## src/rtl/duty_ramp.sv

```systemverilog
// duty_ramp: slews a registered PWM duty toward an accepted target, one LSB every STEP_DIV clocks.
// Define DUTY_RAMP_RETARGET_EN to accept new targets mid-ramp while keeping the step cadence.
module duty_ramp #(
    parameter int unsigned DUTY_W   = 4,
    parameter int unsigned DUTY_MAX = 10,
    parameter int unsigned STEP_DIV = 16
) (
    input  logic              clk,
    input  logic              rst_n,
    input  logic [DUTY_W-1:0] tgt,
    input  logic              tgt_valid,
    output logic              tgt_ready,
    output logic [DUTY_W-1:0] duty,
    output logic              busy,
    output logic              at_target,
    output logic              clamped
);
    typedef enum logic [1:0] {StIdle, StRampUp, StRampDown} state_e;

    localparam logic [DUTY_W-1:0] MaxDuty = DUTY_W'(DUTY_MAX);
    localparam logic [15:0]       PreLast = 16'(STEP_DIV - 1);

    state_e            state_q;
    logic [DUTY_W-1:0] duty_q, target_q;
    logic [15:0]       pre_q;
    logic              busy_q, at_target_q, clamped_q;

    logic              accept, over, step_now, new_up;
    logic [DUTY_W-1:0] tgt_sat, step_next;
`ifdef DUTY_RAMP_RETARGET_EN
    logic [DUTY_W-1:0] retarget_step;
`endif

    always_comb begin
`ifdef DUTY_RAMP_RETARGET_EN
        tgt_ready = 1'b1;
`else
        tgt_ready = (state_q == StIdle);
`endif
        accept    = tgt_valid & tgt_ready;
        over      = (32'(tgt) > DUTY_MAX);
        tgt_sat   = over ? MaxDuty : tgt;
        new_up    = (tgt_sat > duty_q);
        step_now  = (state_q != StIdle) && (pre_q == PreLast);
        step_next = (state_q == StRampUp) ? duty_q + DUTY_W'(1) : duty_q - DUTY_W'(1);
`ifdef DUTY_RAMP_RETARGET_EN
        // A step landing on a retarget edge moves toward the new target, not the old one.
        retarget_step = new_up ? duty_q + DUTY_W'(1) : duty_q - DUTY_W'(1);
`endif
    end

    always_ff @(posedge clk or negedge rst_n) begin
        if (!rst_n) begin
            state_q     <= StIdle;
            duty_q      <= '0;
            target_q    <= '0;
            pre_q       <= '0;
            busy_q      <= 1'b0;
            at_target_q <= 1'b1;
            clamped_q   <= 1'b0;
        end else begin
            clamped_q <= accept & over;
            if (accept) begin
                target_q <= tgt_sat;
            end
            if (accept && state_q == StIdle) begin
                pre_q <= '0;
                if (tgt_sat == duty_q) begin
                    state_q     <= StIdle;
                    busy_q      <= 1'b0;
                    at_target_q <= 1'b1;
                end else begin
                    state_q     <= new_up ? StRampUp : StRampDown;
                    busy_q      <= 1'b1;
                    at_target_q <= 1'b0;
                end
            end
`ifdef DUTY_RAMP_RETARGET_EN
            else if (accept) begin
                if (tgt_sat == duty_q) begin
                    state_q     <= StIdle;
                    pre_q       <= '0;
                    busy_q      <= 1'b0;
                    at_target_q <= 1'b1;
                end else if (step_now) begin
                    duty_q <= retarget_step;
                    pre_q  <= '0;
                    if (retarget_step == tgt_sat) begin
                        state_q     <= StIdle;
                        busy_q      <= 1'b0;
                        at_target_q <= 1'b1;
                    end else begin
                        state_q <= new_up ? StRampUp : StRampDown;
                    end
                end else begin
                    pre_q   <= pre_q + 16'd1;
                    state_q <= new_up ? StRampUp : StRampDown;
                end
            end
`endif
            else begin
                unique case (state_q)
                    StIdle: pre_q <= '0;
                    StRampUp, StRampDown: begin
                        if (step_now) begin
                            duty_q <= step_next;
                            pre_q  <= '0;
                            if (step_next == target_q) begin
                                state_q     <= StIdle;
                                busy_q      <= 1'b0;
                                at_target_q <= 1'b1;
                            end
                        end else begin
                            pre_q <= pre_q + 16'd1;
                        end
                    end
                    default: state_q <= StIdle;
                endcase
            end
        end
    end

    assign duty      = duty_q;
    assign busy      = busy_q;
    assign at_target = at_target_q;
    assign clamped   = clamped_q;

endmodule

```

## config.mk

```make
export PLATFORM = sky130hd
export DESIGN_NAME = duty_ramp
export DESIGN_NICKNAME = d
export VERILOG_FILES = /design/src/rtl/duty_ramp.sv
export SDC_FILE = /design/constraint.sdc
export NUM_CORES = 1
export LEC_CHECK = 0
export ABC_AREA = 1
export BUFFER_PORTS_ARGS = -buffer_cell sky130_fd_sc_hd__buf_4
export CAP_MARGIN = 20
export CORE_MARGIN = 2
export CORE_UTILIZATION = 30
export CTS_CLUSTER_SIZE = 24
export DETAILED_ROUTE_END_ITERATION = 10
export HOLD_SLACK_MARGIN = 0.02
export SLEW_MARGIN = 20
export SYNTH_ARGS = -nofsm -noshare
export SYNTH_HDL_FRONTEND = slang
export SYNTH_SLANG_ARGS = --single-unit
```

## constraint.sdc

```tcl
create_clock -name clk -period 3.4 [get_ports clk]
set_input_delay 0.85 -clock clk [delete_from_list [all_inputs] [get_ports clk]]
set_output_delay 0.85 -clock clk [all_outputs]
set_load 0.03 [all_outputs]
```

==> Word level (Yosys, flattened, before mapping) <==
Cells that the tools add are included.
{ "op_classes": {"div_mod_pow": 0, "n_mul": 0, "muxes": 21, "bitwise_logic": 3, "order_cmp": 2, "n_reduce_logical": 12, "n_eq_ne": 8, "shifts": 0, "add_sub_neg": 3} }
{ "op_table": {"columns": ["cell", "n"], "rows": [
  ["$mux 16", 2],
  ["$pmux 16 s2", 1],
  ["$add 16x1->16 const B", 1],
  ["$eq 16x4->1 const B", 1],
  ["$mux 1", 10],
  ["$mux 2", 5],
  ["$reduce_and 3->1", 3],
  ["$eq 4x4->1", 2],
  ["$mux 4", 2],
  ["$reduce_bool 2->1", 4],
  ["$ne 3x3->1 const B", 2],
  ["$add 4x1->4 const B", 1],
  ["$gt 4x4->1", 1],
  ["$gt 4x4->1 const B", 1],
  ["$pmux 2 s2", 1],
  ["$sub 4x1->4 const B", 1],
  ["$reduce_bool 3->1", 1],
  ["$and 1x1->1", 2],
  ["$eq 2x1->1 const B", 1],
  ["$eq 2x2->1 const B", 1],
  ["$logic_and 1x1->1", 2],
  ["$logic_not 2->1", 1],
  ["$ne 2x1->1 const B", 1],
  ["$reduce_or 2->1", 1],
  ["$not 1->1", 1]
]} }
{ "totals": {"latchBits": 0, "reg_bits": 29, "romBits": 0, "word_cells": 56, "mem_bits_rw": 0, "memories": 0} }

==> Depth between registers and ports, before layout <==
{ "logic_depth": {"word_depth": 7, "depth_mapped": 15, "ltp_nobuf": 15} }

==> Least setup slack after synthesis <==
Ideal clock, no wire load.
{ "synth_timing": {"kind": "reg-to-reg", "start": "reg duty_q[0], in the netlist duty[0]", "end": "reg state_q[0]", "synth_period_minus_slack_ps": 1992, "t_required_ps": 3283, "t_arrival_ps": 1875, "setup_time_ps": 117, "path_slack_ps": 1408, "stages_incl_launch_ff": 11, "path_cell_list": "dfrtp_1 inv_1 fa_1 xor2_1 nand2_1 nor2_1 nand3_1 nand2_1 nand2_1 nand2_1 nand2_1"} }
{ "synth_between": {"elab_chain_len": 5, "word_cells_on_any_way": 11} }
{ "synth_lines": {"columns": ["item", "line", "text"], "rows": [
  ["start, declared", "24", "logic [DUTY_W-1:0] duty_q, target_q;"],
  ["start signal, assigned", "106", "duty_q <= step_next;"],
  ["$sub 4x1->4 or $add 4x1->4 (tied branches)", "45", "step_next = (state_q == StRampUp) ? duty_q + DUTY_W'(1) : duty_q - DUTY_W'(1);"],
  ["$mux 4 (*)", "45", null],
  ["net step_next[0]", "29", "logic [DUTY_W-1:0] tgt_sat, step_next;"],
  ["$eq 4x4->1 (*)", "108", "if (step_next == target_q) begin"],
  ["$ne 3x3->1 (no line) (*)", null, null],
  ["$reduce_and 3->1 (no line) (*)", null, null],
  ["end signal, assigned", "54", "state_q <= StIdle;"],
  ["end signal, assigned", "109", "state_q <= StIdle;"],
  ["end signal, assigned", "117", "default: state_q <= StIdle;"],
  ["end, declared", "23", "state_e state_q;"]
]} }
The timed path passes the listed nets; every way through them passes the cells marked *.
A chain may end at the register's enable or synchronous reset.

==> Worst setup path after layout <==
{ "layout_timing": {"start": "reg state_q[1]", "end": "reg state_q[1]"} }
{ "layout_between": {"elab_chain_len": 5, "word_cells_on_any_way": 16} }
{ "layout_lines": {"columns": ["item", "line", "text"], "rows": [
  ["start signal, assigned", "54", null],
  ["start signal, assigned", "69", "state_q <= StIdle;"],
  ["start signal, assigned", "73", "state_q <= new_up ? StRampUp : StRampDown;"],
  ["$eq 2x1->1 or $logic_not 2->1 (tied branches)", null, null],
  ["$mux 4 or $and 1x1->1 (tied branches)", "45, 40", null],
  ["$eq 4x4->1 or $logic_and 1x1->1 (tied branches)", "108, 66", null],
  ["$ne 3x3->1 (no line) or $ne 2x1->1 (tied branches)", null, null],
  ["$reduce_and 3->1 (no line)", null, null]
]} }
Several ways; a longest one is shown, not always the timed one.

==> metrics.txt <==
Yosys reg bits 29; Hold Slack 478.0 ps; worst r2r dst state_q[1]; clock-pin slew of the registers on the worst-case setup and hold paths 70 ps; Reg2Reg Depth 13; Port Buffers 14; hold crit path type in -> async; share of cells above drive strength 1 0.1559; LEAKAGE 1.044 nW; Synth cell types 27; root buffer cell clkbuf_8; Finish-stage setup viols 0; Clock Skew 7.264 ps; TritonCTS Buffers 5; Synth area leaders dfrtp_1, nand2_1, ha_1; vias in the first global route 1,477; post_cts resized 0; n_diodes 0; largest net degree at the start of global routing 30; commonest cells in the netlist nand2_1, inv_1, dfrtp_1; Post-Syn Instances 244; Std-Cell Rows 28; Yosys warnings 0; Antenna Nets Post-Route 0; Worst-Skew Late Latency 290 ps; Yosys top cell by area dfrtp_1; DPL Wire Length 3018 microns; Final min period 2202 ps; Avg Synthesized Cell Area 7.564 sq um; number of synthesized flops with an enable pin 0; via count 1,573; GP Congestion 0.8007; Post-CTS Hold Buffers 0; filler instances 637; worst-margin pin slew 402.3 ps; final WL 3950 microns; CP startpoint kind register; Synth top area share 0.3797; crit path DAT 2380 ps; CTS Buffer Depth 2; global-route wire length before repair 6755 microns; DR WL/cell 11.69 microns; Initial Utilization 0.3117; setup TNS 0 ps; ys async rst share 1.000; Hold Vio Cnt, Final 0; total of max-cap violations 0; die height 82.43 microns; initial antenna violation count 0; # H-tree levels 2; maximum vdd drop 0.2864 mV; RSZ-0062 raised after global routing no; CP Launch Point state_q[1]; DR pass1 iterations 4; maximum fanout along the worst path 4; DR DRC count 0; status finished, final reports clean; PwrDens 591.0 mW/mm^2; total grt overflow 0; most numerous cell in the Yosys netlist nand2_1; worst endpoint required time 3580 ps; clock sink count 29; max-slew violations 0; mapped cell area 0.001846 sq mm; Setup Crit Path Kind reg -> reg; drt via density 4.654; die area 0.006795 sq mm; Final period util 0.6477; num ports 15; Die W 82.43 microns; Main synth FF type dfrtp_1; post-synthesis net count 262; r2r setup slk 1200 ps; CTS tree yes; Nets 280; Seq/Total Area, Yosys 0.3939; GRT Total Usage 0.1328; postcts setup bufs 0; RR Startpoint state_q[1]; worst setup path end state_q[1]; Layout area overhead 14.64%; Iter 0 DRT Violations 55; CP endpoint kind register; Max Clk Rate 454.1 MHz; core box area 0.005921 sq mm; Slew HR 0.7318
==> cell families (layout without fill, tap and decap cells) <==
logic type,count (synthesis),count (layout),share of synthesized area
AO/OA/AOI/OAI,23,23,0.06576
buffers and inverters,36,55,0.07729
AND/OR/NAND/NOR,139,139,0.3559
flip-flops,29,29,0.3939
XOR/XNOR,6,6,0.02847
adder cells (fa/ha/maj),11,11,0.07864
==> through the flow <==
stage / setup WS (ps) / utilization / cells / cell area (sq um) / power [mW]
finish: 1198 / 0.3574 / 338 / 2116 / 1.250
global route: 984.4 / 0.3574 / 338 / 2116 / 1.358
CTS: 1166 / 0.3574 / 338 / 2116 / 1.267
detailed placement: 1172 / 0.3421 / 330 / 2026 / 0.9631
global placement: 1199 / 0.3421 / 330 / 2026 / 0.9558
floorplan: 1408 / - / 244 / 1846 / 0.8242
==> placed cells by master (no fill, tap or decap), types with 2 or more instances in the layout <==
cell type / n
inv_2: 3
a31oi_1: 3
nand3_2: 2
clkbuf_8: 6
o21ai_0: 10
inv_1: 30
nand2_2: 2
clkbuf_1: 2
nor2_2: 5
nor2_4: 2
nand4_1: 5
nor3_4: 2
buf_4: 14
nand3_1: 16
nand2_1: 69
ha_1: 10
a21oi_1: 9
dfrtp_1: 28
nor3_1: 8
or2_2: 2
xor2_1: 6
nor2_1: 23
==> worst min-delay path by stage <==
stage | to | slack [ps] | depth (start not counted)
final | pre_q[11] | 480 | 1
after floorplan | state_q[1] | 470 | 2
after global routing | pre_q[11] | 500 | 1
after detailed placement | at_target | 480 | 2
after CTS | pre_q[11] | 490 | 1
after global placement | at_target | 480 | 2
==> report_power, final <==
| group | switching [mW] | internal [mW] | total (mW) |
|---|---|---|---|
| combinational | 0.340 | 0.163 | 0.503 |
| clock | 0.135 | 0.165 | 0.300 |
| sequential | 0.0398 | 0.408 | 0.447 |
==> worst max-delay path, stage by stage, from the launching register on <==
cell and delay, ps:
dfrtp_1 400, inv_1 90, ha_1 250, inv_1 120, ha_1 320, or2_2 310
nand2_1 70, nand2_1 80, nand3_1 120, nand3_1 90, nand2_1 70, nand2_1 60
nand2_1 60, nand2_1 50
==> state kept, by name, indices dropped and copies added, names as in the netlist <==
register and cells:
state_q 2, duty 4, at_target 1, pre_q 16
target_q 4, busy 1, clamped 1
==> final cells by class <==
type,instances,area [sq um],share of cell area
inverters,33,123.9,0.05855
flip-flops and latches,29,726.9,0.3436
clock buffers,8,90.09,0.04258
repair buffers,14,105.1,0.04967
multi-input cells,179,975.9,0.4613
well taps,75,93.84,0.04435
==> metal layers <==
metal  share of wire  global-route usage  up-vias
li1                -                   -      819
met3           0.039             0.03587        8
met1            0.48              0.1678      716
met2            0.47              0.2161       30
met4           0.015             0.05000        0
met5               0                   0        -
No activity file was read; power rests on OpenSTA's default activity.
